==> src/rtl/voice_allocator.sv <==
// ---------------------------------------------------------------------------
// voice_allocator
//
// Polyphonic note scheduler sitting between song_reader and a bank of
// note_player voices. Note entries are loaded into the lowest-index free
// voice; rest entries (note code 0) hold the reader for `duration` beats.
// Each entry is acknowledged with a one-cycle note_done pulse, so a chord is
// a run of notes followed by a rest.
//
// Optional feature macro: VOICE_STEAL_EN
//   defined     : with every voice busy, the voice with the largest age is
//                 reloaded (ties go to the lowest index); STALL is unreachable.
//   not defined : with every voice busy, the reader is held in STALL until
//                 a voice reports done.
//
// Ports
//   clk            in   system clock
//   reset          in   asynchronous, active-low reset
//   play           in   enables beat counting during rests
//   beat           in   one-cycle beat pulse
//   new_note       in   one-cycle entry strobe from the reader
//   note           in   entry note code, 0 = rest
//   duration       in   entry length in beats
//   note_done      out  one-cycle ack to the reader
//   voice_load     out  one-hot load pulse to the selected voice
//   voice_note     out  registered note bus shared by all voices
//   voice_duration out  registered duration bus shared by all voices
//   voice_done     in   per-voice note_done pulses
//   voice_busy     out  per-voice busy flags
//   overrun        out  sticky; new_note arrived outside IDLE
// ---------------------------------------------------------------------------
module voice_allocator #(
  parameter int VOICES = 3,
  parameter int NOTE_W = 6,
  parameter int DUR_W  = 6
) (
  input  logic              clk,
  input  logic              reset,
  input  logic              play,
  input  logic              beat,
  input  logic              new_note,
  input  logic [NOTE_W-1:0] note,
  input  logic [DUR_W-1:0]  duration,
  output logic              note_done,
  output logic [VOICES-1:0] voice_load,
  output logic [NOTE_W-1:0] voice_note,
  output logic [DUR_W-1:0]  voice_duration,
  input  logic [VOICES-1:0] voice_done,
  output logic [VOICES-1:0] voice_busy,
  output logic              overrun
);

  typedef enum logic [2:0] {
    S_IDLE,
    S_LOAD,
    S_STALL,
    S_REST,
    S_ACK
  } state_t;

  localparam logic [3:0] AGE_MAX = 4'hF;

  state_t            state;
  state_t            state_next;
  logic [VOICES-1:0] busy;
  logic [3:0]        age [VOICES];
  logic [DUR_W-1:0]  rest_cnt;
  logic [DUR_W-1:0]  rest_inc;
  logic              beat_hit;
  logic [VOICES-1:0] target_vec;
  logic              target_ok;

  assign voice_busy = busy;
  assign rest_inc   = rest_cnt + DUR_W'(1);
  assign beat_hit   = beat && play;

  // Target selection: lowest-index free voice, or (with stealing) the oldest.
  always_comb begin
    // NOTE: every variable written here gets a default before any branch,
    // and blocking '=' is used so the loop sees its own earlier iterations;
    // this keeps the block purely combinational with no inferred latches.
    target_vec = '0;
    target_ok  = 1'b0;
    for (int i = 0; i < VOICES; i++) begin
      if (!target_ok && !busy[i]) begin
        target_vec[i] = 1'b1;
        target_ok     = 1'b1;
      end
    end
`ifdef VOICE_STEAL_EN
    if (!target_ok) begin
      int unsigned best;
      best = 0;
      // Strict '>' keeps the lowest index on equal ages.
      for (int i = 1; i < VOICES; i++) begin
        if (age[i] > age[best]) best = i;
      end
      target_vec[best] = 1'b1;
      target_ok        = 1'b1;
    end
`endif
  end

  // Next-state and Moore outputs.
  always_comb begin
    state_next = state;
    voice_load = '0;
    note_done  = 1'b0;
    unique case (state)
      S_IDLE: begin
        if (new_note) state_next = (note == '0) ? S_REST : S_LOAD;
      end
      S_LOAD: begin
        if (target_ok) begin
          voice_load = target_vec;
          state_next = S_ACK;
        end else begin
          state_next = S_STALL;
        end
      end
      S_STALL: begin
        if (busy != '1) state_next = S_LOAD;
      end
      S_REST: begin
        // Leave on the beat that reaches the target count, so the ack
        // lands one cycle after that beat; duration 0 leaves at once.
        if (rest_cnt == voice_duration) begin
          state_next = S_ACK;
        end else if (beat_hit && rest_inc == voice_duration) begin
          state_next = S_ACK;
        end
      end
      S_ACK: begin
        note_done  = 1'b1;
        state_next = S_IDLE;
      end
      default: state_next = S_IDLE;
    endcase
  end

  always_ff @(posedge clk or negedge reset) begin
    if (!reset) begin
      state          <= S_IDLE;
      busy           <= '0;
      rest_cnt       <= '0;
      voice_note     <= '0;
      voice_duration <= '0;
      overrun        <= 1'b0;
      // NOTE: the age table is only VOICES nibbles and must start at zero
      // for a deterministic steal order, so it is reset like plain flops.
      for (int i = 0; i < VOICES; i++) age[i] <= '0;
    end else begin
      state <= state_next;

      // A load in the same cycle as a done on that voice keeps it busy.
      busy <= (busy & ~voice_done) | voice_load;

      if (new_note && state != S_IDLE) overrun <= 1'b1;

      if (state == S_IDLE) begin
        rest_cnt <= '0;
        if (new_note) begin
          voice_note     <= note;
          voice_duration <= duration;
        end
      end

      if (state == S_REST && beat_hit && rest_cnt != voice_duration) begin
        rest_cnt <= rest_inc;
      end

      if (|voice_load) begin
        for (int i = 0; i < VOICES; i++) begin
          if (voice_load[i])         age[i] <= '0;
          else if (age[i] != AGE_MAX) age[i] <= age[i] + 4'd1;
        end
      end
    end
  end

endmodule

==> config.mk <==
export PLATFORM = sky130hd
export DESIGN_NAME = voice_allocator
export DESIGN_NICKNAME = d
export VERILOG_FILES = /design/src/rtl/voice_allocator.sv
export SDC_FILE = /design/constraint.sdc
export NUM_CORES = 1
export LEC_CHECK = 0
export ABC_AREA = 1
export CAP_MARGIN = 0
export CORE_MARGIN = 1
export CORE_UTILIZATION = 35
export DETAILED_ROUTE_END_ITERATION = 16
export HOLD_SLACK_MARGIN = 0.05
export PLACE_DENSITY_LB_ADDON = 0.12
export SLEW_MARGIN = 20
export SYNTH_ARGS = -nofsm -noshare
export SYNTH_HDL_FRONTEND = slang
export SYNTH_SLANG_ARGS = --single-unit
==> constraint.sdc <==
create_clock -name clk -period 1.79 [get_ports clk]
set_input_delay 0.2685 -clock clk [delete_from_list [all_inputs] [get_ports clk]]
set_output_delay 0.2685 -clock clk [all_outputs]
set_load 0.005 [all_outputs]
==> flow_summary_export.csv <==
group,metric,value,unit
die,rows,23,
critical_path,worstSetupPathType,"flop to flop",
clock_network,cts_max_path_buffers,2,
clock_network,hold_buffers,0,
drt,routed_wl,3170,um
clock_network,htreeDepth,1,
sta,final_hold_viol_count,0,
sta,fmax,0.634,GHz
placement,globalplace.congestion,0.780,
placement,dp_hpwl,2410,um
clock_network,cts_tree,"done",
die,die_x,66.7,um
layout,layout_common_cells,"nand2_1 (42), clkdlybuf4s50_1 (35), dfrtp_1 (25), inv_1 (20), nor2_1 (18)",
layout,drive_above_1_share,0.189,
clock_network,root_buffer,"clkbuf_8",
sta,finalCriticalPeriod,1.58,ns
global_routing,grt_overflow,0,
placement,postPlaceCellArea,1900,um2
layout,final_common_cell,"nand2_1",
drt,via_per_inst,4.51,
run,maxCapViolCount,0,
placement,pre_cts_ws,0.207,ns
critical_path,r2r_cells,8,
sta,rsz0062_at_grt,"no",
layout,area_delta_synth_final,35.7,%
clock_network,clock_latency,0.27,ns
power_and_ir_drop,vdd_ir_drop_max,0.487,mV
clock_network,cts_sinks,25,
synth,syn_inst,187,
drt,drc_errors,0,
die,initial_core_util,0.366,
critical_path,r2r_setup_slack,0.21,ns
sta,maxSlewHeadroom,0.777,
sta,whs,0.366,ns
layout,fin_nets,255,
sta,fin_ws,0.214,ns
sta,setup_tns,0,ns
synth,netlist_area,1470,um2
min_path,min_path_type,"input port to asynchronous set/reset pin",
layout,n_fill_cell,411,
critical_path,rr_startpoint,"rest_cnt[0]$_DFFE_PN0P_",
drt,drt-initial-drc-count,32,
power_and_ir_drop,powerDensity,1200,nW/um2
sta,finalMaxSlewViolations,0,
die,ioPinCount,40,
synth,ys_types,31,
layout,multi_input_area,686,um2
synth,synth-seq-area-share,0.427,
critical_path,end_kind,"flop",
drt,via_count,1275,
critical_path,crit_path_start_kind,"flop",
power_and_ir_drop,p_leak,0.984,nW
drt,post_drt_wl_per_cell,11.2,um
die,chipHeight,66.7,um
drt,detail-route-antenna-nets,0,
clock_network,numCtsBuffers,3,
sta,setup_viol,0,
global_routing,grt_pass1_wl,5230,um
synth,syn_nets,208,
layout,design_area,1990,um2
critical_path,crit_path_max_fanout,6,
layout,register_area,626,um2
synth,synth_seq_cells,25,
drt,drt-pass1-iter-count,4,
global_routing,grt_antenna_before_repair,0,
sta,fin_skew,0.00700,ns
critical_path,r2r-end,"state[2]$_DFFE_PN0P_",
global_routing,grt_usage,0.158,
sta,tightest_slew,0.335,ns
layout,n_antenna_cell,0,
placement,portBuffers,39,
synth,async_flop_share,1.00,
clock_network,clk_pin_slew,0.09,ns
critical_path,cp.required,1.95,ns
synth,synth_enable_flop_cells,0,
die,fp.dieArea,4450,um2
global_routing,grt_start_max_net_pins,26,
synth,yosysWarningCount,0,
outcome,outcome,"finished, final reports clean",
sta,post-route-period-util,0.881,
synth,synth_flop_cell,"dfrtp_1",
synth,synth_area_per_cell,7.84,um2
die,core_area,4000,um2
global_routing,grt_pass1_vias,1211,
critical_path,crit_arrival,1.73,ns
-- routing by layer --
metal,part of all wire,wire (um),global-route usage
met5,0,0,0
met4,0.0079,25,0.0559
met3,0.062,196,0.0445
met2,0.45,1440,0.259
met1,0.48,1510,0.198
-- repair_timing --
item | 4_1_cts | 5_1_grt
endpoints found under the setup margin | 3 | 4
pin swaps | 1 | 1
buffers inserted | 2 | 1
gates resized for setup | 3 | 4
endpoints found under the hold margin | 0 | 0
-- worst max-delay path, cell delays in order (launching register included) --
cell	delay [ns]
dfrtp_1	0.45
ha_1	0.34
or2_2	0.30
nand3_1	0.08
nor2_1	0.04
nand3_1	0.08
nand2_1	0.09
nand2_1	0.07
nor2_1	0.03
-- cell usage after synthesis, types with 2 or more instances --
cell type	n	area [um2]
o21ai_2	4	35.0
o22ai_1	2	12.5
o21ai_0	8	40.0
buf_6	2	22.5
o21ai_1	2	10.0
nand3_1	13	65.1
nand2_2	7	43.8
nand2_1	43	161
inv_2	7	26.3
dfrtp_1	25	626
a21oi_1	7	35.0
inv_1	21	78.8
nand3_2	7	70.1
xor2_1	2	17.5
buf_2	2	10.0
nor2_1	18	67.6
nor2_2	3	18.8
-- power breakdown --
part	total, W	switching (W)	internal, W
Sequential	0.000881	0.000143	0.000739
Combinational	0.00116	0.000545	0.000615
Clock	0.000337	0.000178	0.000159
-- area by class of cell --
| class | count | area share |
|---|---|---|
| multi-input combinational | 128 | 0.345 |
| sequential | 25 | 0.315 |
| timing repair buffer | 47 | 0.232 |
| inverter | 29 | 0.0548 |
| tap | 50 | 0.0315 |
| clock buffer | 4 | 0.0227 |
-- state kept, by name (all words and copies together) (netlist names) --
register and cells:
overrun 1, rest_cnt 6, state 3, voice_busy 3
voice_duration 6, voice_note 6
-- logic make-up after synthesis --
kind of cell | synth area share
AOI/OAI and AO/OA | 0.106
xor gates and xnor gates | 0.0179
adders and majority gates | 0.00854
buffers and inverters | 0.110
DFF | 0.427
muxes | 0.00683
and+or+nand+nor | 0.324
-- worst max path at each step --
| stage | start | to | slack, ns | cells after the start |
|---|---|---|---|---|
| detailed placement | rest_cnt[0]$_DFFE_PN0P_ | state[2]$_DFFE_PN0P_ | 0.21 | 8 |
| CTS | state[0]$_DFFE_PN0P_ | voice_load[0] | 0.02 | 5 |
| global placement | state[0]$_DFFE_PN0P_ | voice_load[1] | 0.21 | 5 |
| floorplan | rest_cnt[0]$_DFFE_PN0P_ | state[2]$_DFFE_PN0P_ | 0.31 | 8 |
| finish | rest_cnt[0]$_DFFE_PN0P_ | state[2]$_DFFE_PN0P_ | 0.21 | 8 |
| global route | rest_cnt[0]$_DFFE_PN0P_ | state[2]$_DFFE_PN0P_ | 0.09 | 8 |
-- per-stage QoR --
step            util  cells  total power (W)
2_1_floorplan      -    187          0.00143
3_3_place_gp   0.476    276          0.00202
3_5_place_dp   0.476    276          0.00202
4_1_cts        0.493    282          0.00241
5_1_grt        0.497    283          0.00259
6_report       0.497    283          0.00238
Note: power is estimated with default switching activity, not from simulation.
